--- config.mk ---
export PLATFORM = sky130hd
export DESIGN_NAME = data_memory_ctrl
export DESIGN_NICKNAME = d
export VERILOG_FILES = /design/src/rtl/data_memory_ctrl.sv
export SDC_FILE = /design/constraint.sdc
export NUM_CORES = 2
export LEC_CHECK = 0
export CORE_ASPECT_RATIO = 0.8
export CORE_MARGIN = 5
export CORE_UTILIZATION = 40
export DETAILED_ROUTE_END_ITERATION = 8
export PLACE_DENSITY = 0.57
export SETUP_SLACK_MARGIN = 0.4
export SLEW_MARGIN = 30
export SYNTH_ARGS = -nofsm -noshare
export SYNTH_HDL_FRONTEND = slang
export SYNTH_SLANG_ARGS = --single-unit
--- constraint.sdc ---
create_clock -name clk -period 13 [get_ports clk]
set_clock_uncertainty 0.1 [all_clocks]
set_input_delay 3.25 -clock clk [delete_from_list [all_inputs] [get_ports clk]]
set_output_delay 3.25 -clock clk [all_outputs]
set_load 0.1 [all_outputs]
--- src/rtl/data_memory_ctrl.sv ---
// Data memory controller: one outstanding byte/half/word load or store per request,
// with a fixed access wait, alignment/range fault detection and a one-cycle response.
module data_memory_ctrl #(
    parameter int unsigned DEPTH = 64,
    parameter int unsigned WAIT  = 1
) (
    input  logic        clk,
    input  logic        rst_n,
    input  logic        req,
    output logic        ready,
    input  logic        we,
    input  logic [1:0]  size,
    input  logic        ld_unsigned,
    input  logic [31:0] addr,
    input  logic [31:0] wdata,
    output logic        rvalid,
    output logic [31:0] rdata,
    output logic        err
);
    localparam int unsigned IDX_W      = $clog2(DEPTH);
    localparam int unsigned CNT_W      = 4;
    localparam int unsigned INIT_WORDS = 11;

    localparam logic [1:0] SZ_BYTE = 2'b00;
    localparam logic [1:0] SZ_HALF = 2'b01;
    localparam logic [1:0] SZ_WORD = 2'b10;
    localparam logic [1:0] SZ_RSVD = 2'b11;

    typedef enum logic [1:0] {
        IDLE = 2'd0,
        BUSY = 2'd1,
        RESP = 2'd2
    } state_e;

    // Power-up image: words 0..10 hold 10 down to 0, everything else zero.
    function automatic logic [DEPTH-1:0][31:0] mem_init();
        logic [DEPTH-1:0][31:0] m;
        m = '0;
        for (int unsigned i = 0; (i < INIT_WORDS) && (i < DEPTH); i++) begin
            m[i] = 32'(INIT_WORDS - 1 - i);
        end
        return m;
    endfunction

    state_e             state_q, state_d;
    logic [CNT_W-1:0]   cnt_q, cnt_d;
    logic               ready_q, rvalid_q;
    logic [31:0]        rdata_q, rdata_d;
    logic               err_q, err_d;

    logic [31:0]        addr_q;
    logic [31:0]        wdata_q;
    logic [1:0]         size_q;
    logic               we_q;
    logic               ld_unsigned_q;
    logic               cap_c;
    logic               mem_we_c;

    logic [DEPTH-1:0][31:0] mem_q = mem_init();

    logic [IDX_W-1:0]   idx_c;
    logic [1:0]         lane_c;
    logic [4:0]         sh_c;
    logic [31:0]        word_c;
    logic [31:0]        rd_sh_c;
    logic               err_c;
    logic [31:0]        load_c;
    logic [31:0]        wmask_c;
    logic [31:0]        wval_c;
    logic [31:0]        wr_word_c;

    assign idx_c   = addr_q[IDX_W+1:2];
    assign lane_c  = addr_q[1:0];
    assign sh_c    = {lane_c, 3'b000};
    assign word_c  = mem_q[idx_c];
    assign rd_sh_c = word_c >> sh_c;

    assign err_c = (size_q == SZ_RSVD)
                 | ((size_q == SZ_HALF) & addr_q[0])
                 | ((size_q == SZ_WORD) & (lane_c != 2'b00))
                 | (addr_q[31:2] >= 30'(DEPTH));

    // Lane extraction for loads and byte-lane merge for stores.
    always_comb begin
        load_c  = '0;
        wmask_c = '0;
        wval_c  = '0;
        case (size_q)
            SZ_BYTE: begin
                load_c  = ld_unsigned_q ? {24'd0, rd_sh_c[7:0]}
                                        : {{24{rd_sh_c[7]}}, rd_sh_c[7:0]};
                wmask_c = 32'h0000_00FF << sh_c;
                wval_c  = {4{wdata_q[7:0]}};
            end
            SZ_HALF: begin
                load_c  = ld_unsigned_q ? {16'd0, rd_sh_c[15:0]}
                                        : {{16{rd_sh_c[15]}}, rd_sh_c[15:0]};
                wmask_c = 32'h0000_FFFF << sh_c;
                wval_c  = {2{wdata_q[15:0]}};
            end
            SZ_WORD: begin
                load_c  = rd_sh_c;
                wmask_c = '1;
                wval_c  = wdata_q;
            end
            default: ;
        endcase
    end

    assign wr_word_c = (word_c & ~wmask_c) | (wval_c & wmask_c);

    always_comb begin
        state_d  = state_q;
        cnt_d    = cnt_q;
        rdata_d  = rdata_q;
        err_d    = err_q;
        cap_c    = 1'b0;
        mem_we_c = 1'b0;
        case (state_q)
            IDLE: begin
                if (req) begin
                    state_d = BUSY;
                    cnt_d   = CNT_W'(WAIT);
                    cap_c   = 1'b1;
                end
            end
            BUSY: begin
                if (cnt_q == '0) begin
                    state_d  = RESP;
                    err_d    = err_c;
                    rdata_d  = (err_c || we_q) ? '0 : load_c;
                    mem_we_c = we_q && !err_c;
                end else begin
                    cnt_d = cnt_q - CNT_W'(1);
                end
            end
            RESP:    state_d = IDLE;
            default: state_d = IDLE;
        endcase
    end

    always_ff @(posedge clk or negedge rst_n) begin
        if (!rst_n) begin
            state_q  <= IDLE;
            cnt_q    <= '0;
            ready_q  <= 1'b1;
            rvalid_q <= 1'b0;
            rdata_q  <= '0;
            err_q    <= 1'b0;
        end else begin
            state_q  <= state_d;
            cnt_q    <= cnt_d;
            ready_q  <= (state_d == IDLE);
            rvalid_q <= (state_d == RESP);
            rdata_q  <= rdata_d;
            err_q    <= err_d;
        end
    end

    always_ff @(posedge clk or negedge rst_n) begin
        if (!rst_n) begin
            addr_q        <= '0;
            wdata_q       <= '0;
            size_q        <= '0;
            we_q          <= 1'b0;
            ld_unsigned_q <= 1'b0;
        end else if (cap_c) begin
            addr_q        <= addr;
            wdata_q       <= wdata;
            size_q        <= size;
            we_q          <= we;
            ld_unsigned_q <= ld_unsigned;
        end
    end

    // Storage has no reset so contents survive rst_n; writes only fire from BUSY.
    always_ff @(posedge clk) begin
        if (mem_we_c) begin
            mem_q[idx_c] <= wr_word_c;
        end
    end

    assign ready  = ready_q;
    assign rvalid = rvalid_q;
    assign rdata  = rdata_q;
    assign err    = err_q;

endmodule

==> flow_summary.json <==
{
  "p_comb_frac": 0.368,
  "synth.avg_cell_area_um2": 17.8,
  "crit_type": "reg2reg",
  "crit_chain": "buf_4 > buf_4 > buf_4 > mux2i_1 > o211ai_1 > o31ai_2 > nand4_1 > nor4_2 > buf_4 > a21oi_4 > buf_4",
  "p_total_mw": 27.0,
  "postRouteAntennaNets": 0,
  "ctsHoldBuffers": 0,
  "wl_met2_mm": 125,
  "cp_common_cell": "buf_4",
  "cts_made_buffers": 208,
  "tns_ns": 0,
  "drc": 0,
  "routedWlPerCell_um": 38.7,
  "drive_gt1_frac": 0.177,
  "tightest_slew_ns": 1.08,
  "start_util": 0.403,
  "first_iter_violations": 8442,
  "cell_internal_pwr_mw": 16.4,
  "grt_first_pass_wirelength_mm": 404,
  "grt_max_degree": 94,
  "critical_path_peak_fanout": 65,
  "cp-start-kind": "flip-flop",
  "fillerInstances": 17097,
  "route.met3.wl_mm": 43.6,
  "grt_pass1_vias": 46701,
  "powerDensity_mw_per_mm2": 286,
  "viasPerCell": 6.52,
  "h-tree-depth": 4,
  "fmax_ghz": 0.152,
  "ir_drop_mv": 0.302,
  "grt_antenna_before_repair": 13,
  "core_mm2": 0.204,
  "cts_resized": 0,
  "arrival_ns": 6.91,
  "synthTopCellsByCount": "edfxtp_1, a22oi_1, mux2_2, a221oi_1, clkbuf_1",
  "io_buffer_count": 105,
  "crit_slowest_cell": "o31ai_2",
  "fin_crit_sh": 0.505,
  "nNetsFinal": 4878,
  "synth_edf_count": 2048,
  "fp.dieH_um": 416,
  "clk_pin_slew_ns": 0.06,
  "wl_mm": 297,
  "maxUsedRoutingLayer": "met5",
  "wl_met1_mm": 119,
  "p_sw_mw": 10.6,
  "die_w_um": 517,
  "cts_tree": "yes",
  "synth_cells": 4615,
  "max_slew_margin": 0.277,
  "overflow": 0,
  "hold_class": "reg2reg",
  "io_pins": 106,
  "outcome": "completed",
  "timing.final.max_slew_violations": 0,
  "syn-num-nets": 4688,
  "switching_share": 0.393,
  "p_seq_frac": 0.414,
  "cp.required_ns": 13.35,
  "synth.top_cells.by_area": "edfxtp_1, a22oi_1, dfrtp_1",
  "grtUsageTotal": 0.271,
  "clkPwrFrac": 0.218,
  "setup_viol": 0,
  "async_reset_ff_frac": 0.0505,
  "rsz0062_at_grt": "no",
  "ys_seq_area_frac": 0.781,
  "hold_viol": 0,
  "rows": 148,
  "clockBufferDepth": 3,
  "synth.distinct_cells": 87,
  "hpwl_mm": 162,
  "synth_top_area_frac": 0.748,
  "insertion_delay_ns": 0.86,
  "post_cts_buffers": 0,
  "syn_area_mm2": 0.0822,
  "area_growth_syn_to_layout_pct": 14.6,
  "gp_congestion": 0.854,
  "fin_crit_ns": 6.56,
  "yosysMostFrequentCell": "edfxtp_1",
  "first_pass_iters": 7,
  "yosys_most_used_dff": "edfxtp_1",
  "slowest_delay_ns": 0.91,
  "clkSinkCount": 2157,
  "ys_ff_latch": 2157,
  "ys_warn_count": 0,
  "maxCapViolCount": 0,
  "power.leakage_nw": 29.4,
  "dieArea_mm2": 0.215,
  "end_kind": "flip-flop",
  "yosys.area.top_type": "edfxtp_1",
  "cts_root_buf": "clkbuf_16",
  "num_vias": 50142
}
==> power groups by stage <==
stage	sequential, mW	combinational, mW	clock [mW]
after floorplan	11.4	4.76	0
after global placement	11.3	9.21	0
after detailed placement	11.3	9.45	0
after CTS	11.2	9.47	5.91
after global routing	11.2	10.2	6.22
final	11.2	9.92	5.87
==> state kept, by name, indices dropped and copies added, names as in the netlist <==
register / flops
addr_q: 32
cnt_q: 4
err: 1
ld_unsigned_q: 1
mem_q: 2048
rdata: 32
ready: 1
rvalid: 1
size_q: 2
state_q: 2
wdata_q: 32
we_q: 1
==> metrics by stage <==
step                instances  hold WS [ns]   util  setup slack [ns]  instance area [um^2]
floorplan                4615         0.330      -              7.27                 82200
global placement         7285         0.371  0.429              5.97                 87500
detailed placement       7289         0.381  0.430              6.66                 87600
CTS                      7673         0.390  0.462              6.66                 94100
global route             7679         0.417  0.462              6.41                 94200
finish                   7688         0.389  0.462              6.44                 94200
==> critical path: cells and delay by family, from the launching register on <==
| family | cells | cell delay, ns |
|---|---|---|
| flops | 1 | 0.82 |
| simple gates | 2 | 1.02 |
| compound gates | 3 | 1.09 |
| mux | 1 | 0.26 |
| buf+inv | 5 | 2.59 |
==> final timing paths <==
path                                            start                     end  slack [ns]  cells past startpoint
worst max-delay path            addr_q[4]$_DFFE_PN0P_     mem_q[52]$_DFFE_PP_        6.44                     11
worst min-delay path             state_q[0]$_DFF_PN0_         ready$_DFF_PN1_        0.39                      1
worst max register to register  addr_q[4]$_DFFE_PN0P_     mem_q[52]$_DFFE_PP_        6.44                     11
worst min register to register   state_q[0]$_DFF_PN0_         ready$_DFF_PN1_        0.39                      1
max in group asynchronous                       rst_n   rdata[22]$_DFFE_PN0P_        9.20                      2
min in group asynchronous                       rst_n  addr_q[10]$_DFFE_PN0P_        2.35                      1
==> placed cells by master (no fill, tap or decap), types with 16 or more instances in the layout <==
| cell | count |
|---|---|
| a31oi_1 | 80 |
| nor2_1 | 50 |
| a22oi_1 | 457 |
| a221o_1 | 19 |
| a221oi_1 | 152 |
| nand2_1 | 122 |
| clkdlybuf4s50_1 | 96 |
| nor2_4 | 66 |
| nor2b_1 | 16 |
| clkbuf_1 | 38 |
| mux2i_1 | 111 |
| o2bb2ai_1 | 28 |
| mux4_2 | 24 |
| nor4_1 | 18 |
| o211ai_1 | 34 |
| clkinv_2 | 43 |
| buf_4 | 195 |
| dfrtp_1 | 105 |
| nand3_1 | 32 |
| and4b_1 | 20 |
| a21oi_1 | 76 |
| o22ai_1 | 26 |
| edfxtp_1 | 2048 |
| a211oi_1 | 25 |
| and3_1 | 18 |
| mux2_2 | 168 |
| clkbuf_16 | 210 |
| a2111oi_0 | 17 |
| clkinv_1 | 65 |
| o21ai_0 | 52 |
| nand4_1 | 28 |
| a22o_1 | 122 |
| o221ai_1 | 18 |
| nor3_1 | 18 |
==> kinds of logic (layout without fill, tap and decap cells) <==
group	Yosys count	count (layout)	share of synthesized area
other	0	9	0
and+or+nand+nor	557	557	0.0387
xor gates and xnor gates	2	2	0.000213
adders and majority gates	2	2	0.000304
buffers and inverters	343	707	0.0206
DFF	2157	2157	0.781
AOI/OAI and AO/OA	1245	1245	0.115
muxes	309	309	0.0440
==> routing by layer <==
| metal | global-route usage | vias up |
|---|---|---|
| li1 | - | 19670 |
| met1 | 0.395 | 26052 |
| met2 | 0.380 | 3862 |
| met3 | 0.0957 | 550 |
| met4 | 0.0829 | 8 |
| met5 | 0 | - |
==> area by class of cell <==
| cell class | count | area, um^2 | share of cell area |
|---|---|---|---|
| Antenna cell | 9 | 22.5 | 0.000239 |
| Clock buffer | 248 | 5400 | 0.0573 |
| Clock inverter | 136 | 1070 | 0.0114 |
| Inverter | 11 | 41.3 | 0.000438 |
| Multi-Input combinational cell | 2115 | 17400 | 0.184 |
| Sequential cell | 2157 | 64200 | 0.682 |
| Tap cell | 2700 | 3380 | 0.0358 |
| Timing Repair Buffer | 312 | 2730 | 0.0289 |
(Power assumes the default switching activity.)
